File: src/rtl/fifo_defs.vh
// Shared defaults for the fifo_param_umbral block: word width, address width
// (depth = 2**ADDR_WIDTH) and the value data_out takes while in reset.
// Guarded so it can be pulled in from several compilation units.
`ifndef FIFO_DEFS_VH
`define FIFO_DEFS_VH

`define FIFO_DATA_WIDTH 12
`define FIFO_ADDR_WIDTH 3
`define FIFO_DOUT_RST   0

`endif

File: src/rtl/fifo_param_umbral_pkg.sv
// Package for fifo_param_umbral: default geometry and reset value taken from
// fifo_defs.vh, plus the sticky-flag update helper shared by both error flags.
// No ports; imported by the top, the interface users and the bench.
`include "fifo_defs.vh"

package fifo_param_umbral_pkg;

  localparam int DATA_WIDTH_DEF = `FIFO_DATA_WIDTH;
  localparam int ADDR_WIDTH_DEF = `FIFO_ADDR_WIDTH;
  localparam int DOUT_RST_DEF   = `FIFO_DOUT_RST;

  // A new event wins over a clear arriving in the same cycle.
  function automatic logic sticky_next(input logic cur, input logic evt, input logic clr);
    return evt | (cur & ~clr);
  endfunction

endpackage

File: src/rtl/fifo_param_umbral_if.sv
// Bus between a FIFO user (master) and fifo_param_umbral (slave).
// master drives write/read requests, clear_error, data_in and the two thresholds;
// slave returns read data, valid_out, occupancy flags, error flags and count.
interface fifo_param_umbral_if #(
  parameter int DATA_WIDTH = 12,
  parameter int ADDR_WIDTH = 3
);
  logic                  write_enable;
  logic                  read_enable;
  logic                  clear_error;
  logic [DATA_WIDTH-1:0] data_in;
  logic [ADDR_WIDTH:0]   umbral_bajo;
  logic [ADDR_WIDTH:0]   umbral_alto;
  logic [DATA_WIDTH-1:0] data_out;
  logic                  valid_out;
  logic                  full;
  logic                  empty;
  logic                  almost_full;
  logic                  almost_empty;
  logic                  overflow;
  logic                  underflow;
  logic                  error;
  logic [ADDR_WIDTH:0]   count;

  modport master (
    output write_enable, read_enable, clear_error, data_in, umbral_bajo, umbral_alto,
    input  data_out, valid_out, full, empty, almost_full, almost_empty,
    input  overflow, underflow, error, count
  );

  modport slave (
    input  write_enable, read_enable, clear_error, data_in, umbral_bajo, umbral_alto,
    output data_out, valid_out, full, empty, almost_full, almost_empty,
    output overflow, underflow, error, count
  );
endinterface

File: src/rtl/fifo_param_umbral_memoria_dp.sv
// memoria_dp: dual-port RAM, one synchronous write port, one registered read port.
// Ports: clk, reset (async active-low, clears only the read register),
//        wr_en/wr_addr/wr_data, rd_en/rd_addr/rd_data (rd_data holds when rd_en low).
module memoria_dp #(
  parameter int                    DATA_WIDTH = 12,
  parameter int                    ADDR_WIDTH = 3,
  parameter logic [DATA_WIDTH-1:0] RST_VAL    = '0
) (
  input  logic                  clk,
  input  logic                  reset,
  input  logic                  wr_en,
  input  logic [ADDR_WIDTH-1:0] wr_addr,
  input  logic [DATA_WIDTH-1:0] wr_data,
  input  logic                  rd_en,
  input  logic [ADDR_WIDTH-1:0] rd_addr,
  output logic [DATA_WIDTH-1:0] rd_data
);
  logic [DATA_WIDTH-1:0] mem [2**ADDR_WIDTH];

  // Array is intentionally not reset.
  always_ff @(posedge clk) begin
    if (wr_en) mem[wr_addr] <= wr_data;
  end

  // Read-during-write to the same address returns the old word, which is
  // what a simultaneous read/write on a full FIFO needs.
  always_ff @(posedge clk or negedge reset) begin
    if (!reset)     rd_data <= RST_VAL;
    else if (rd_en) rd_data <= mem[rd_addr];
  end
endmodule

File: src/rtl/fifo_param_umbral.sv
// Synchronous FIFO with programmable almost-empty/almost-full thresholds and
// sticky overflow/underflow flags. Ports: clk, reset (async active-low), bus (slave).
// Read data is registered (one-cycle latency, valid_out marks it); storage lives in memoria_dp.
module fifo_param_umbral
  import fifo_param_umbral_pkg::*;
#(
  parameter int DATA_WIDTH = DATA_WIDTH_DEF,
  parameter int ADDR_WIDTH = ADDR_WIDTH_DEF
) (
  input  logic               clk,
  input  logic               reset,
  fifo_param_umbral_if.slave bus
);
  localparam logic [ADDR_WIDTH:0]   DEPTH_CNT = (ADDR_WIDTH+1)'(1 << ADDR_WIDTH);
  localparam logic [DATA_WIDTH-1:0] DOUT_RST  = DATA_WIDTH'(DOUT_RST_DEF);

  logic [ADDR_WIDTH-1:0] wr_ptr, rd_ptr;
  logic [ADDR_WIDTH:0]   count;
  logic                  valid_q, overflow_q, underflow_q;
  logic                  full_c, empty_c;
  logic                  wr_acc, rd_acc, ovf_evt, unf_evt;
  logic [DATA_WIDTH-1:0] rd_data;

  assign full_c  = (count == DEPTH_CNT);
  assign empty_c = (count == '0);

  // A read frees a slot in the same cycle, so a full FIFO can still take a write.
  assign rd_acc  = bus.read_enable & ~empty_c;
  assign wr_acc  = bus.write_enable & (~full_c | rd_acc);
  assign ovf_evt = bus.write_enable & full_c & ~rd_acc;
  assign unf_evt = bus.read_enable & empty_c;

  always_ff @(posedge clk or negedge reset) begin
    if (!reset) begin
      wr_ptr <= '0;
      rd_ptr <= '0;
    end else begin
      if (wr_acc) wr_ptr <= wr_ptr + 1'b1;
      if (rd_acc) rd_ptr <= rd_ptr + 1'b1;
    end
  end

  // Accept rules keep count inside 0..DEPTH without extra saturation.
  always_ff @(posedge clk or negedge reset) begin
    if (!reset) begin
      count <= '0;
    end else begin
      case ({wr_acc, rd_acc})
        2'b10:   count <= count + 1'b1;
        2'b01:   count <= count - 1'b1;
        default: count <= count;
      endcase
    end
  end

  always_ff @(posedge clk or negedge reset) begin
    if (!reset) begin
      valid_q     <= 1'b0;
      overflow_q  <= 1'b0;
      underflow_q <= 1'b0;
    end else begin
      valid_q     <= rd_acc;
      overflow_q  <= sticky_next(overflow_q, ovf_evt, bus.clear_error);
      underflow_q <= sticky_next(underflow_q, unf_evt, bus.clear_error);
    end
  end

  memoria_dp #(
    .DATA_WIDTH (DATA_WIDTH),
    .ADDR_WIDTH (ADDR_WIDTH),
    .RST_VAL    (DOUT_RST)
  ) u_mem (
    .clk     (clk),
    .reset   (reset),
    .wr_en   (wr_acc),
    .wr_addr (wr_ptr),
    .wr_data (bus.data_in),
    .rd_en   (rd_acc),
    .rd_addr (rd_ptr),
    .rd_data (rd_data)
  );

  assign bus.data_out     = rd_data;
  assign bus.valid_out    = valid_q;
  assign bus.count        = count;
  assign bus.full         = full_c;
  assign bus.empty        = empty_c;
  assign bus.almost_full  = (count >= bus.umbral_alto);
  assign bus.almost_empty = (count <= bus.umbral_bajo);
  assign bus.overflow     = overflow_q;
  assign bus.underflow    = underflow_q;
  assign bus.error        = overflow_q | underflow_q;
endmodule

File: src/flat_wrapper.sv
// flat-port wrapper written by rule: the top's interface ports become plain ports
module fifo_param_umbral_flat import fifo_param_umbral_pkg::*;
#(
  parameter int DATA_WIDTH = DATA_WIDTH_DEF,
  parameter int ADDR_WIDTH = ADDR_WIDTH_DEF
)
  (clk, reset, bus_write_enable, bus_read_enable, bus_clear_error, bus_data_in, bus_umbral_bajo, bus_umbral_alto, bus_data_out, bus_valid_out, bus_full, bus_empty, bus_almost_full, bus_almost_empty, bus_overflow, bus_underflow, bus_error, bus_count);
  fifo_param_umbral_if #(.DATA_WIDTH(DATA_WIDTH), .ADDR_WIDTH(ADDR_WIDTH)) bus_i ();
  input  logic clk;
  input  logic reset;
  input wire logic [$bits(bus_i.write_enable)-1:0] bus_write_enable;
  input wire logic [$bits(bus_i.read_enable)-1:0] bus_read_enable;
  input wire logic [$bits(bus_i.clear_error)-1:0] bus_clear_error;
  input wire logic [$bits(bus_i.data_in)-1:0] bus_data_in;
  input wire logic [$bits(bus_i.umbral_bajo)-1:0] bus_umbral_bajo;
  input wire logic [$bits(bus_i.umbral_alto)-1:0] bus_umbral_alto;
  output wire logic [$bits(bus_i.data_out)-1:0] bus_data_out;
  output wire logic [$bits(bus_i.valid_out)-1:0] bus_valid_out;
  output wire logic [$bits(bus_i.full)-1:0] bus_full;
  output wire logic [$bits(bus_i.empty)-1:0] bus_empty;
  output wire logic [$bits(bus_i.almost_full)-1:0] bus_almost_full;
  output wire logic [$bits(bus_i.almost_empty)-1:0] bus_almost_empty;
  output wire logic [$bits(bus_i.overflow)-1:0] bus_overflow;
  output wire logic [$bits(bus_i.underflow)-1:0] bus_underflow;
  output wire logic [$bits(bus_i.error)-1:0] bus_error;
  output wire logic [$bits(bus_i.count)-1:0] bus_count;
  assign bus_i.write_enable = bus_write_enable;
  assign bus_i.read_enable = bus_read_enable;
  assign bus_i.clear_error = bus_clear_error;
  assign bus_i.data_in = bus_data_in;
  assign bus_i.umbral_bajo = bus_umbral_bajo;
  assign bus_i.umbral_alto = bus_umbral_alto;
  assign bus_data_out = bus_i.data_out;
  assign bus_valid_out = bus_i.valid_out;
  assign bus_full = bus_i.full;
  assign bus_empty = bus_i.empty;
  assign bus_almost_full = bus_i.almost_full;
  assign bus_almost_empty = bus_i.almost_empty;
  assign bus_overflow = bus_i.overflow;
  assign bus_underflow = bus_i.underflow;
  assign bus_error = bus_i.error;
  assign bus_count = bus_i.count;
  fifo_param_umbral #(.DATA_WIDTH(DATA_WIDTH), .ADDR_WIDTH(ADDR_WIDTH)) u_core (.clk(clk), .reset(reset), .bus(bus_i));
endmodule
File: config.mk
export PLATFORM = sky130hd
export DESIGN_NAME = fifo_param_umbral_flat
export DESIGN_NICKNAME = d
export VERILOG_FILES = /design/src/rtl/fifo_param_umbral_pkg.sv /design/src/rtl/fifo_param_umbral_if.sv /design/src/rtl/fifo_param_umbral_memoria_dp.sv /design/src/rtl/fifo_param_umbral.sv /design/src/flat_wrapper.sv
export VERILOG_INCLUDE_DIRS = /design/src /design/src/rtl
export SDC_FILE = /design/constraint.sdc
export NUM_CORES = 1
export LEC_CHECK = 0
export BUFFER_PORTS_ARGS = -buffer_cell sky130_fd_sc_hd__clkbuf_2
export CORE_UTILIZATION = 45
export CTS_BUF_LIST = sky130_fd_sc_hd__clkbuf_8
export DETAILED_ROUTE_END_ITERATION = 16
export PLACE_DENSITY = 0.6
export SLEW_MARGIN = 20
export SYNTH_ARGS = -nofsm -noshare
export SYNTH_HDL_FRONTEND = slang
export SYNTH_SLANG_ARGS = --single-unit
File: constraint.sdc
create_clock -name clk -period 3.82 [get_ports clk]
set_input_delay 0.191 -clock clk [delete_from_list [all_inputs] [get_ports clk]]
set_output_delay 0.191 -clock clk [all_outputs]
set_load 0.02 [all_outputs]
==> flow_results.org, run 1 <==
** GRT
- After global routing the overflow that remains totals 0.
- The first global-routing pass estimated ~15,000 um of wire.
- The number of global-route vias before repair was 2,900.
- In the global route stage, overall resource usage came out at around a fifth.
- The initial antenna violation count came to 0.
- Entering global routing, the biggest net connects 42 pins.

** Finish
- Most common cell after layout, fill and taps aside :: sky130_fd_sc_hd__edfxtp_1
- Once layout is complete, the cells apart from fillers number about 540.
- The final layout contains 425 nets.
- 0 antenna diodes ended up in the layout.
- Most frequent cells in the layout :: 96 x sky130_fd_sc_hd__edfxtp_1, 48 x sky130_fd_sc_hd__clkbuf_2, 27 x sky130_fd_sc_hd__nand2_1
- Measured on the finished design, the core utilization comes to between 50% and 60%.
- Share of cells above drive strength 1 :: between 20 and 30%
- Area growth from synthesis to layout :: 14.6%

** Drt
- Post-detailed-route DRC marker count :: 0
- In the final routed layout, each cell accounts on average for ~18 um.
- The routed design has roughly 9800 um of wire.
- Length of the first detailed-routing pass in iterations :: 4
- Using the TritonRoute via totals, the vias-per-cell ratio works out to about 5.4.
- Residual antenna-violating net count after detailed routing :: 0
- Initial detailed-routing violation count :: about 120
- For this block, the via count after detailed routing is around 2.9k.

** Yosys
- Share of synthesized flip-flops with an asynchronous set or reset :: between 20% and 30%
- Post-synth design cell area :: between 5000 and 6000 um2
- Number of warnings reported in the yosys synthesis log :: 0
- After synthesis, the cell types taking the most area are sky130_fd_sc_hd__edfxtp_1 57%, sky130_fd_sc_hd__dfrtp_1 12%, sky130_fd_sc_hd__mux2_2 5.3%.
- The synthesized design contains 96 enable-type register cells.
- Synthesis inferred approximately 120 register bits.
- The largest total area in the synthesized netlist belongs to sky130_fd_sc_hd__edfxtp_1.
- Cell count after synthesis :: between 300 and 400
- The synthesized netlist contains 44 unique library cells.
- Proportion of synthesized chip area in sequential cells :: around 70%
- Post-synthesis net count :: 372
- Summed over its instances, the top area cell type makes up ~57% of the synthesized netlist area.
- Dividing the synthesized area by the synthesized cell count gives about 15 um2.
- Most used DFF post-synth :: sky130_fd_sc_hd__edfxtp_1

** STA
- The worst path uses about two thirds of the clock period.
- Static timing analysis puts the maximum clock frequency at 399 MHz.
- Shortest clock period the worst path allows after layout :: ~2.5 ns
- Worst clock skew :: 0.0116 ns
- Worst slew margin relative to its limit :: slightly below 30%
- Hold violation total from the final report :: 0
- After routing, the total negative slack on setup checks comes to 0 ns.
- Setup slack of the critical path after layout :: between 1 and 1.5 ns
- The final number of max-transition violations is 0.
- Count of endpoints failing setup in the final report :: 0
- Slew at the pin closest to its max-slew limit :: around 1.1 ns
- RSZ-0062 raised after global routing :: false

** Flow run
- Across the run, the number of max-cap violations was 0.

** Hold path
- In this run the worst hold path is classified as primary input to flip-flop.

** Critical path
- At the worst endpoint, the required time is around 3.9 ns.
- The setup check on the worst reg-to-reg path leaves a slack of roughly 1.3 ns.
- Kind of capture point of the worst setup path :: flip-flop
- Startpoint types :: flip-flop
- Worst setup path class :: flip-flop to flip-flop
- Data on the critical path arrives at its endpoint at between 2 and 3 ns.
- Worst-path fanout max :: 13

** Floorplanning
- Standard-cell rows :: 38
- The floorplan step defined a core boundary enclosing 10,900 um2.
- Chip Height :: 108 um
- Width of the die :: between 100 and 150 um
- The initial utilization of the core area, before any placement, comes to 46.5%.
- During I/O placement, the number of pins put on the boundary was about 50.
- Total Die Area :: 11,700 um2

** Clock tree
- Post-cts resize count :: 0
- TritonCTS built the clock tree.
- After clock tree synthesis, the clock-pin slew on the worst setup and hold paths is around 0.07 ns.
- TritonCTS Buffers :: 17
- CTS saw around 120 sinks.
- In this run the number of H-tree levels came out at 4.
- Later-pin clock latency in the skew report :: between 0.4 and 0.5 ns
- The clock passes through at most 2 buffers.
- Post-CTS timing repair inserted 0 buffers for setup.
- The root buffer cell chosen for the clock tree is sky130_fd_sc_hd__clkbuf_8.

** Pwr
- Total Power Consumption :: between 0.004 and 0.005 W
- Leakage component of the power :: ~2.3 nW
- Power density over cell area :: 739 nW/um2
- IR analysis of the VDD net gives a maximum drop of around 0.00039 V.

** Placement
- Once placement completed, the tool counted placed cells totaling 508.
- Number of buffers inserted by port buffering :: 48
- Setup slack after placement :: between 1 and 1.5 ns
- Once detailed placement completed, the half-perimeter wirelength came to ~6300 um.
- Global placement routability congestion :: 0.744

** Status
- Outcome :: complete, no violations
## power by group
| part | internal (W) | total [W] | leakage (nW) | switching, W |
|---|---|---|---|---|
| Clock | 0.000530 | 0.00100 | 0.190 | 0.000474 |
| Sequential | 0.00170 | 0.00200 | 1.17 | 0.000295 |
| Combinational | 0.000584 | 0.00130 | 0.902 | 0.000720 |
## per-layer routing
| layer | routed length [um] | vias up | share of wire (%) | global-route usage [%] |
|---|---|---|---|---|
| met5 | 0 | - | 0 | 0 |
| met4 | 90 | 0 | 0.92 | 6.08 |
| met3 | 434 | 12 | 4.4 | 6.33 |
| met2 | 4540 | 72 | 46 | 28.5 |
| met1 | 4750 | 1433 | 48 | 25.2 |
| li1 | - | 1388 | - | - |
## Yosys cell counts (all sizes together) (2+ instances only)
cell type,count
dfrtp,25
mux2i,24
nor3,5
and3,2
nor4,3
nor2,4
nor2b,3
o21a,3
buf,12
edfxtp,96
inv,13
o21ai,20
nand2,28
a21o,4
ha,11
xnor2,4
o22ai,13
clkbuf,8
mux2,24
a221o,12
nand2b,5
a21oi,2
nor3b,2
## what timing repair did
action,CTS,global route
hold buffers,2,0
endpoints found under the setup margin,0,0
endpoints found under the hold margin,27,0
## sequential cells by signal (all words and copies together) (netlist names)
name                  count
u_core.bus.count          4
u_core.bus.valid_out      1
u_core.rd_ptr             3
u_core.u_mem.mem         96
u_core.bus.overflow       1
u_core.u_mem.rd_data     12
u_core.bus.underflow      1
u_core.wr_ptr             3
## final timing paths
kind / start / to / cells after the start
worst min-delay path: bus_data_in[7] / u_core.u_mem.mem[7][7] / 1
min in group asynchronous: reset / u_core.bus.count[0] / 2
worst max register to register: u_core.bus.count[2] / u_core.u_mem.mem[3][11] / 4
worst max-delay path: u_core.bus.count[2] / u_core.u_mem.mem[3][11] / 4
max in group asynchronous: reset / u_core.rd_ptr[0] / 2
worst min register to register: u_core.u_mem.rd_data[0] / u_core.u_mem.rd_data[0] / 2
## area by class of cell
type                    instances  area, um2
fillers                       929       5110
repair buffers                 54        290
clock buffers                  19        262
flip-flops and latches        121       3510
clock inverters                13       91.3
multi-input cells             182       1450
inverters                      13       48.8
well taps                     140        175
## cells by family after synthesis
logic type,Yosys count,synth area share [%]
adders and majority gates,11,2.71
DFF,121,69.0
xor gates and xnor gates,4,0.689
and+or+nand+nor,59,5.83
AOI/OAI and AO/OA,60,8.51
buffers and inverters,33,3.22
muxes,48,10.0
## through the flow
step,cell area (um2),hold slack [ns]
after floorplan,5080,-0.105
after global placement,5450,0.266
after detailed placement,5450,0.275
after CTS,5830,0.0462
after global routing,5830,0.0412
final,5830,0.0627
## worst max-delay path: stages, from the launching register on
cell                      delay (ns)
sky130_fd_sc_hd__dfrtp_1        0.59
sky130_fd_sc_hd__or4b_1         0.39
sky130_fd_sc_hd__o21a_4         0.19
sky130_fd_sc_hd__nand2_1        0.14
sky130_fd_sc_hd__nor3b_2        0.82
No activity file was read; power rests on OpenSTA's default activity.
==> inputs of run 2 (changes only) <==
==> constraint.sdc (replaced) <==
create_clock -name clk -period 2.4 [get_ports clk]
set_input_delay 0.12 -clock clk [delete_from_list [all_inputs] [get_ports clk]]
set_output_delay 0.12 -clock clk [all_outputs]
set_load 0.02 [all_outputs]
==> flow_results.org, run 2 (same netlist as run 1, synthesis figures left out) <==
** Status
- Outcome :: complete, no violations

** Pwr
- Power density over cell area :: approximately 1200 nW/um2
- In this run, the clock network consumes between 20% and 30% of the power.
- Combinational group share of total power :: 35.0%
- Pint :: between 0.004 and 0.005 W
- Sequential cells burn roughly two fifths of the power.
- Net switching is about 34% of the power.
- The worst-case IR drop observed on VDD is 0.000571 V.
- The analysis attributes to cell leakage a power of approximately 2.4 nW.
- In this run the power spent charging and discharging nets is between 0.002 and 0.0025 W.

** GRT
- Summed over all layers, the global routing overflow is 0.
- Via count of the first global-routing pass :: 2,939
- Initial antenna violation count :: 0
- Entering global routing, the biggest net connects 34 pins.
- Global-route wire length before repair :: 15,400 um
- Global routing consumed, over all layers together, approximately 18% of the routing resources.

** Critical path
- Traced cell by cell, the critical path runs through buf_4 -> inv_1 -> ha_1 -> nand2b_1 -> a21o_1 -> a21o_1 -> a21o_1 -> clkbuf_2.
- In this run the worst path has a maximum fanout of 11.
- Stage delay of the slowest cell on the critical path :: 0.38 ns
- By instance count, the cell type seen most on the critical path is sky130_fd_sc_hd__a21o_1.
- STA puts the critical path data arrival time at 2.16 ns.
- Worst setup path class :: flip-flop to output port
- CP max-delay cell :: sky130_fd_sc_hd__dfrtp_1
- Data on the critical path is required at its endpoint by 2.28 ns.
- STA classifies the critical path startpoint as a flip-flop.
- Broken down by cell family, the worst path's largest delay share belongs to compound AO/OA/AOI/OAI gates.
- Kind of capture point of the worst setup path :: output port
- Buffering stage count on the worst path with inverters included :: 3

** STA
- Worst clock skew :: between 0.006 and 0.007 ns
- Hold violation total from the final report :: 0
- Worst slew margin relative to its limit :: between 20% and 30%
- Setup violations remaining at the end of the flow were counted as 0.
- For the pin with the worst max-slew slack, the measured transition is about 1.1 ns.
- RSZ-0062 raised after global routing :: false
- Shortest clock period the worst path allows after layout :: 2.28 ns
- In the final timing run, aggregate negative setup slack is 0 ns.
- The tightest hold path in the finished design has a slack of around 0.13 ns.
- Maximum operating frequency :: between 400 and 500 MHz
- Setup slack of the critical path after layout :: 0.122 ns
- Share of the clock period used by the worst path after layout :: between 90% and 100%
- The final number of max-transition violations was 0.

** Drt
- Post-detailed-route DRC marker count :: 0
- In this run the remaining antenna-violating nets after routing total 0.
- Total via count after detailed routing :: about 2.9k
- The detailed router finished its first iteration with 194 violations.
- The first detailed-routing pass took 5 iterations.
- After detailed routing, the average wire length per cell comes to between 15 and 20 um.
- Dividing the detail-routed via count by the number of cells gives between 5 and 6.
- Final wirelength :: ~9500 um

** Clock tree
- TritonCTS Buffers :: 17
- Number of setup buffers added after CTS :: 0
- The tree is rooted in a sky130_fd_sc_hd__clkbuf_8.
- Clock-pin slew reported for the worst setup and hold paths after clock tree synthesis :: about 0.070 ns
- Clock Sink Count :: 121
- Later-pin clock latency in the skew report :: roughly 0.42 ns
- TritonCTS clock tree :: yes
- CTS Buffer Depth :: 2
- CTS built an H-tree with a depth of 4.

** Finish
- The net count of the finished layout is ~450.
- Most flop-heavy register :: u_core.u_mem.mem
- Final instance area :: 6080 um2
- In the final layout, the registers with the most flip-flops are u_core.u_mem.mem x96, u_core.u_mem.rd_data x12, u_core.bus.count x4.
- Most frequent cells in the layout :: 96 x sky130_fd_sc_hd__edfxtp_1, 48 x sky130_fd_sc_hd__clkbuf_2, 27 x sky130_fd_sc_hd__nand2_1
- Area growth from synthesis to layout :: 19.5%
- The repair_antennas step left the layout with diodes totalling 0.
- Share of cells above drive strength 1 :: between 20% and 30%
- Leaving out fill and tap cells, the most frequent cell in the layout is sky130_fd_sc_hd__edfxtp_1.
- Number of flip-flops in the largest register :: between 90 and 100

** Floorplanning
- The floorplan step set the die height to about 110 um.
- The floorplan step defined a core boundary enclosing approximately 11,000 um2.
- Standard-cell rows :: 38
- Top-level I/O count :: 49
- The die is between 100 and 150 um wide.
- Once the floorplan was initialized, standard cells occupied 46.5% of the core.
- Total Die Area :: roughly 12,000 um2

** Flow run
- Total of max-cap violations :: 0

** Hold path
- The path class of the tightest hold or removal check is primary input to flip-flop.

** Placement
- Number of buffers inserted by port buffering :: 48
- Placed Area :: ~5600 um2
- Global placement routability congestion :: ~0.74
- Detailed placer's ending HPWL :: ~6100 um
- Setup slack after placement :: between 0.08 and 0.09 ns
-- run 2: changes by cell type in the layout (fill, tap and decap cells not counted), sizes merged --
cell         change
dlygate4sd3     +12
clkbuf           -2
buf              +8
clkinv           +2
clkinvlp         -1
bufinv           +1
inv              -1
-- run 2: layout make-up --
type / instances / area (um2)
multi-input cells: 182 / 1480
repair buffers: 74 / 508
clock buffers: 17 / 234
flip-flops and latches: 121 / 3510
fillers: 904 / 4860
clock inverters: 14 / 118
well taps: 140 / 175
inverters: 13 / 48.8
-- run 2: per-stage QoR --
stage          power (W)  utilization [%]  std cells
3_3_place_gp     0.00538             50.8        516
6_report         0.00704             55.6        561
4_1_cts          0.00709             55.4        561
5_1_grt          0.00747             55.6        561
3_5_place_dp     0.00545             50.9        516
2_1_floorplan    0.00469                -        336
-- run 2: worst paths after layout --
path	start	endpoint	slack, ns	depth (start not counted)
max reg2reg	u_core.bus.count[3]	u_core.u_mem.mem[0][4]	0.31	4
max	u_core.bus.count[0]	bus_almost_full	0.12	8
min in group asynchronous	reset	u_core.bus.overflow	0.27	2
min	bus_read_enable	u_core.bus.overflow	0.13	2
min reg2reg	u_core.u_mem.rd_data[9]	u_core.u_mem.rd_data[9]	0.48	2
max in group asynchronous	reset	u_core.rd_ptr[0]	1.64	2
-- run 2: metal layers --
layer	share of wire [%]	global-route usage (%)	up-vias
li1	-	-	1432
met1	47	24.1	1434
met2	48	29.7	69
met3	3.8	5.06	12
met4	1.1	6.66	0
met5	0	0	-
-- run 2: repair_timing --
| item | 4_1_cts | 5_1_grt |
|---|---|---|
| setup endpoints to repair | 0 | 12 |
| hold buffers | 14 | 0 |
| endpoints found under the hold margin | 123 | 0 |
| gates resized for setup | 0 | 1 |
-- run 2: power groups by stage --
stage / registers [W] / clock network, W / logic [W]
4_1_cts: 0.00294 / 0.00165 / 0.00249
2_1_floorplan: 0.00311 / 0 / 0.00159
3_3_place_gp: 0.00296 / 0 / 0.00242
5_1_grt: 0.00300 / 0.00174 / 0.00272
6_report: 0.00295 / 0.00162 / 0.00246
3_5_place_dp: 0.00298 / 0 / 0.00246
==> inputs of run 3 (changes only) <==
--- a/config.mk
+++ b/config.mk
@@ -7,6 +7,7 @@
 export NUM_CORES = 1
 export LEC_CHECK = 0
 export BUFFER_PORTS_ARGS = -buffer_cell sky130_fd_sc_hd__clkbuf_2
+export CORE_MARGIN = 4
 export CORE_UTILIZATION = 45
 export CTS_BUF_LIST = sky130_fd_sc_hd__clkbuf_8
 export DETAILED_ROUTE_END_ITERATION = 16
==> flow_results.org, run 3 (same netlist as run 1, synthesis figures left out) <==
** Pwr
- Switching part of the total :: about a third
- Net switching power of the design :: 0.00242 W
- Combinational logic burns around a third of the power.
- Of the total power, registers draw between 40% and 50%.
- Power density over cell area :: between 1000 and 1500 nW/um2
- The clock network is responsible for 25.6% of the overall power.
- IR analysis of the VDD net gives a maximum drop of 0.000484 V.
- For this design the static power due to leakage is 2.37 nW.
- Internal power comes to just under 0.005 W.

** STA
- Adding up every negative setup slack in the final design gives 0 ns.
- Slew at the pin closest to its max-slew limit :: 1.03 ns
- The final number of max-transition violations is 0.
- For the finished layout, the period the worst path requires is roughly 2.2 ns.
- The worst pin sits at a relative slew slack of 31.4%.
- After layout, the worst path uses 93.0% of the clock period.
- Hold violation total from the final report :: 0
- Setup slack of the critical path after layout :: ~0.17 ns
- Worst clock skew :: slightly above 0.008 ns
- For this run, the top clock speed supported by timing is between 400 and 500 MHz.
- The tightest hold path in the finished design has a slack of ~0.019 ns.
- Setup violations remaining at the end of the flow were counted as 0.
- Setup repair after global routing left no endpoint under its margin.

** GRT
- Pin count of the biggest net entering global routing :: 26
- Initial antenna violation count :: 0
- Total global routing track utilization :: between 15 and 20%
- Global-route wire length before repair :: ~16,000 um
- For this run the aggregate overflow at the end of global routing stands at 0.
- The number of global-route vias before repair is 3,014.

** Flow run
- Max-cap violations in this run came to 0.

** Placement
- Number of buffers inserted by port buffering :: 48
- Detailed placer's ending HPWL :: 6760 um
- Setup slack after placement :: 0.198 ns
- Global placement routability congestion :: approximately 0.78

** Critical path
- Cell mode on critical path :: sky130_fd_sc_hd__a21o_1
- Startpoint types :: flip-flop
- Kind of capture point of the worst setup path :: output port
- Of all nets on the critical path, the largest fanout is 11.
- The worst register-to-register path has a depth of 4.
- In this design, the stage delay of the slowest critical-path cell is between 0.3 and 0.4 ns.
- Worst setup path class :: flip-flop to output port
- Buffering stage count on the worst path with inverters included :: 3
- At the worst endpoint, the required time is approximately 2.3 ns.
- The critical path runs through a total of 8 cells.
- The slowest stage of the critical path belongs to the cell sky130_fd_sc_hd__dfrtp_1.
- The critical path goes through buf_4 -> inv_1 -> ha_1 -> nand2b_1 -> a21o_1 -> a21o_1 -> a21o_1 -> clkbuf_2.
- Among cell families on the critical path, the largest total delay comes from compound AO/OA/AOI/OAI gates.
- Signal arrival time at the worst endpoint :: about 2.1 ns

** Clock tree
- Clock Sink Count :: around 120
- Clock root cell :: sky130_fd_sc_hd__clkbuf_8
- Number of levels the H-tree was split into :: 4
- TritonCTS clock tree :: yes
- Number of setup buffers added after CTS :: 0
- Clock-pin slew was measured on the worst setup and hold paths at 0.07 ns.
- TritonCTS Buffers :: 17
- At the later pin of the worst-skew pair, clock insertion delay measures 0.41 ns.
- In this run the deepest clock path goes through 2 buffers.

** Floorplanning
- Starting density of the core :: 46.5%
- After floorplanning, the core was sized to cover around 11,000 um2.
- Chip Height :: 114 um
- Top-level I/O count :: between 40 and 50
- Width of the die :: between 100 and 150 um
- Standard-cell rows :: 38
- The die covers around 13,000 um2.

** Finish
- Nets :: approximately 440
- The register with the most flip-flops in the final layout is u_core.u_mem.mem.
- Leaving out fill and tap cells, the most frequent cell in the layout is sky130_fd_sc_hd__edfxtp_1.
- Number of flip-flops in the largest register :: 96
- Share of cells above drive strength 1 :: between 30% and 40%
- Most frequent cells in the layout :: 96 x sky130_fd_sc_hd__edfxtp_1, 48 x sky130_fd_sc_hd__clkbuf_2, 27 x sky130_fd_sc_hd__nand2_1
- Footprint of the flip-flops and latches :: between 3000 and 4000 um2
- The largest registers in the layout are u_core.u_mem.mem x96, u_core.u_mem.rd_data x12, u_core.bus.count x4.
- Antenna diodes :: 0
- Area growth from synthesis to layout :: 18.4%
- Summing all multi-input logic gate instances after layout gives between 1000 and 1500 um2.
- Total of fill cells in the finished design :: 883

** Drt
- Total via count after detailed routing :: approximately 3k
- For this block, the routed nets add up to 10,100 um of wire.
- After the first detailed-routing iteration, the DRC count stood at 210.
- Dividing the detail-routed via count by the number of cells gives 5.33.
- The first detailed-routing pass ran for 4 iterations.
- After detailed routing, the average wire length per cell comes to about 18 um.
- In this run the remaining antenna-violating nets after routing total 0.
- Post-detailed-route DRC marker count :: 0

** Hold path
- The min-delay analysis places its worst path in the category primary input to flip-flop.
- Hold depth :: 1

** Status
- Outcome :: complete, no violations
==> run 3: changes by cell type in the layout (fill, tap and decap cells not counted), sizes merged <==
cell	change
bufinv	+1
clkbuf	+3
dlygate4sd3	-8
buf	+2
clkinvlp	-2
inv	-1
==> run 3: power groups by stage <==
stage               Combinational (W)  Clock (W)  Sequential [W]
floorplan                     0.00159          0         0.00311
global placement              0.00244          0         0.00294
detailed placement            0.00247          0         0.00296
CTS                           0.00249    0.00187         0.00292
global route                  0.00272    0.00199         0.00297
finish                        0.00247    0.00185         0.00292
==> run 3: path summary, 6_finish.rpt <==
check                           slack, ns                      end                    start
min in group asynchronous            0.27  u_core.u_mem.rd_data[3]                    reset
worst max register to register       0.28   u_core.u_mem.mem[3][6]      u_core.bus.count[3]
worst min register to register       0.48  u_core.u_mem.rd_data[0]  u_core.u_mem.rd_data[0]
max in group asynchronous            1.65         u_core.rd_ptr[0]                    reset
worst min-delay path                 0.02   u_core.u_mem.mem[0][8]           bus_data_in[8]
worst max-delay path                 0.17          bus_almost_full      u_core.bus.count[0]
==> run 3: through the flow <==
step,std cells,area (um2),util [%],total power (W)
2_1_floorplan,336,5120,-,0.00469
3_3_place_gp,518,5540,50.7,0.00538
3_5_place_dp,518,5540,50.7,0.00543
4_1_cts,556,6010,54.9,0.00728
5_1_grt,556,6020,55.0,0.00768
6_report,556,6020,55.0,0.00724
==> run 3: cell type report <==
class | instances | area share, %
timing repair buffer | 68 | 6.94
multi-input combinational | 182 | 24.3
inverter | 13 | 0.811
tap | 140 | 2.91
sequential | 121 | 58.3
clock inverter | 12 | 2.18
clock buffer | 20 | 4.57
==> run 3: routing by layer <==
metal  part of all wire (%)  vias to the layer above  wire, um  GRT usage [%]
met4                   0.72                        0        73           4.99
met2                     46                       74      4620           24.6
met5                      0                        -         0              0
li1                       -                     1420         -              -
met3                    4.7                        8       479           4.76
met1                     49                     1463      4940           24.5
==> run 3: repair_timing <==
item	4_1_cts	5_1_grt
hold buffers	6	0
endpoints found under the hold margin	46	0
gates resized for setup	0	0
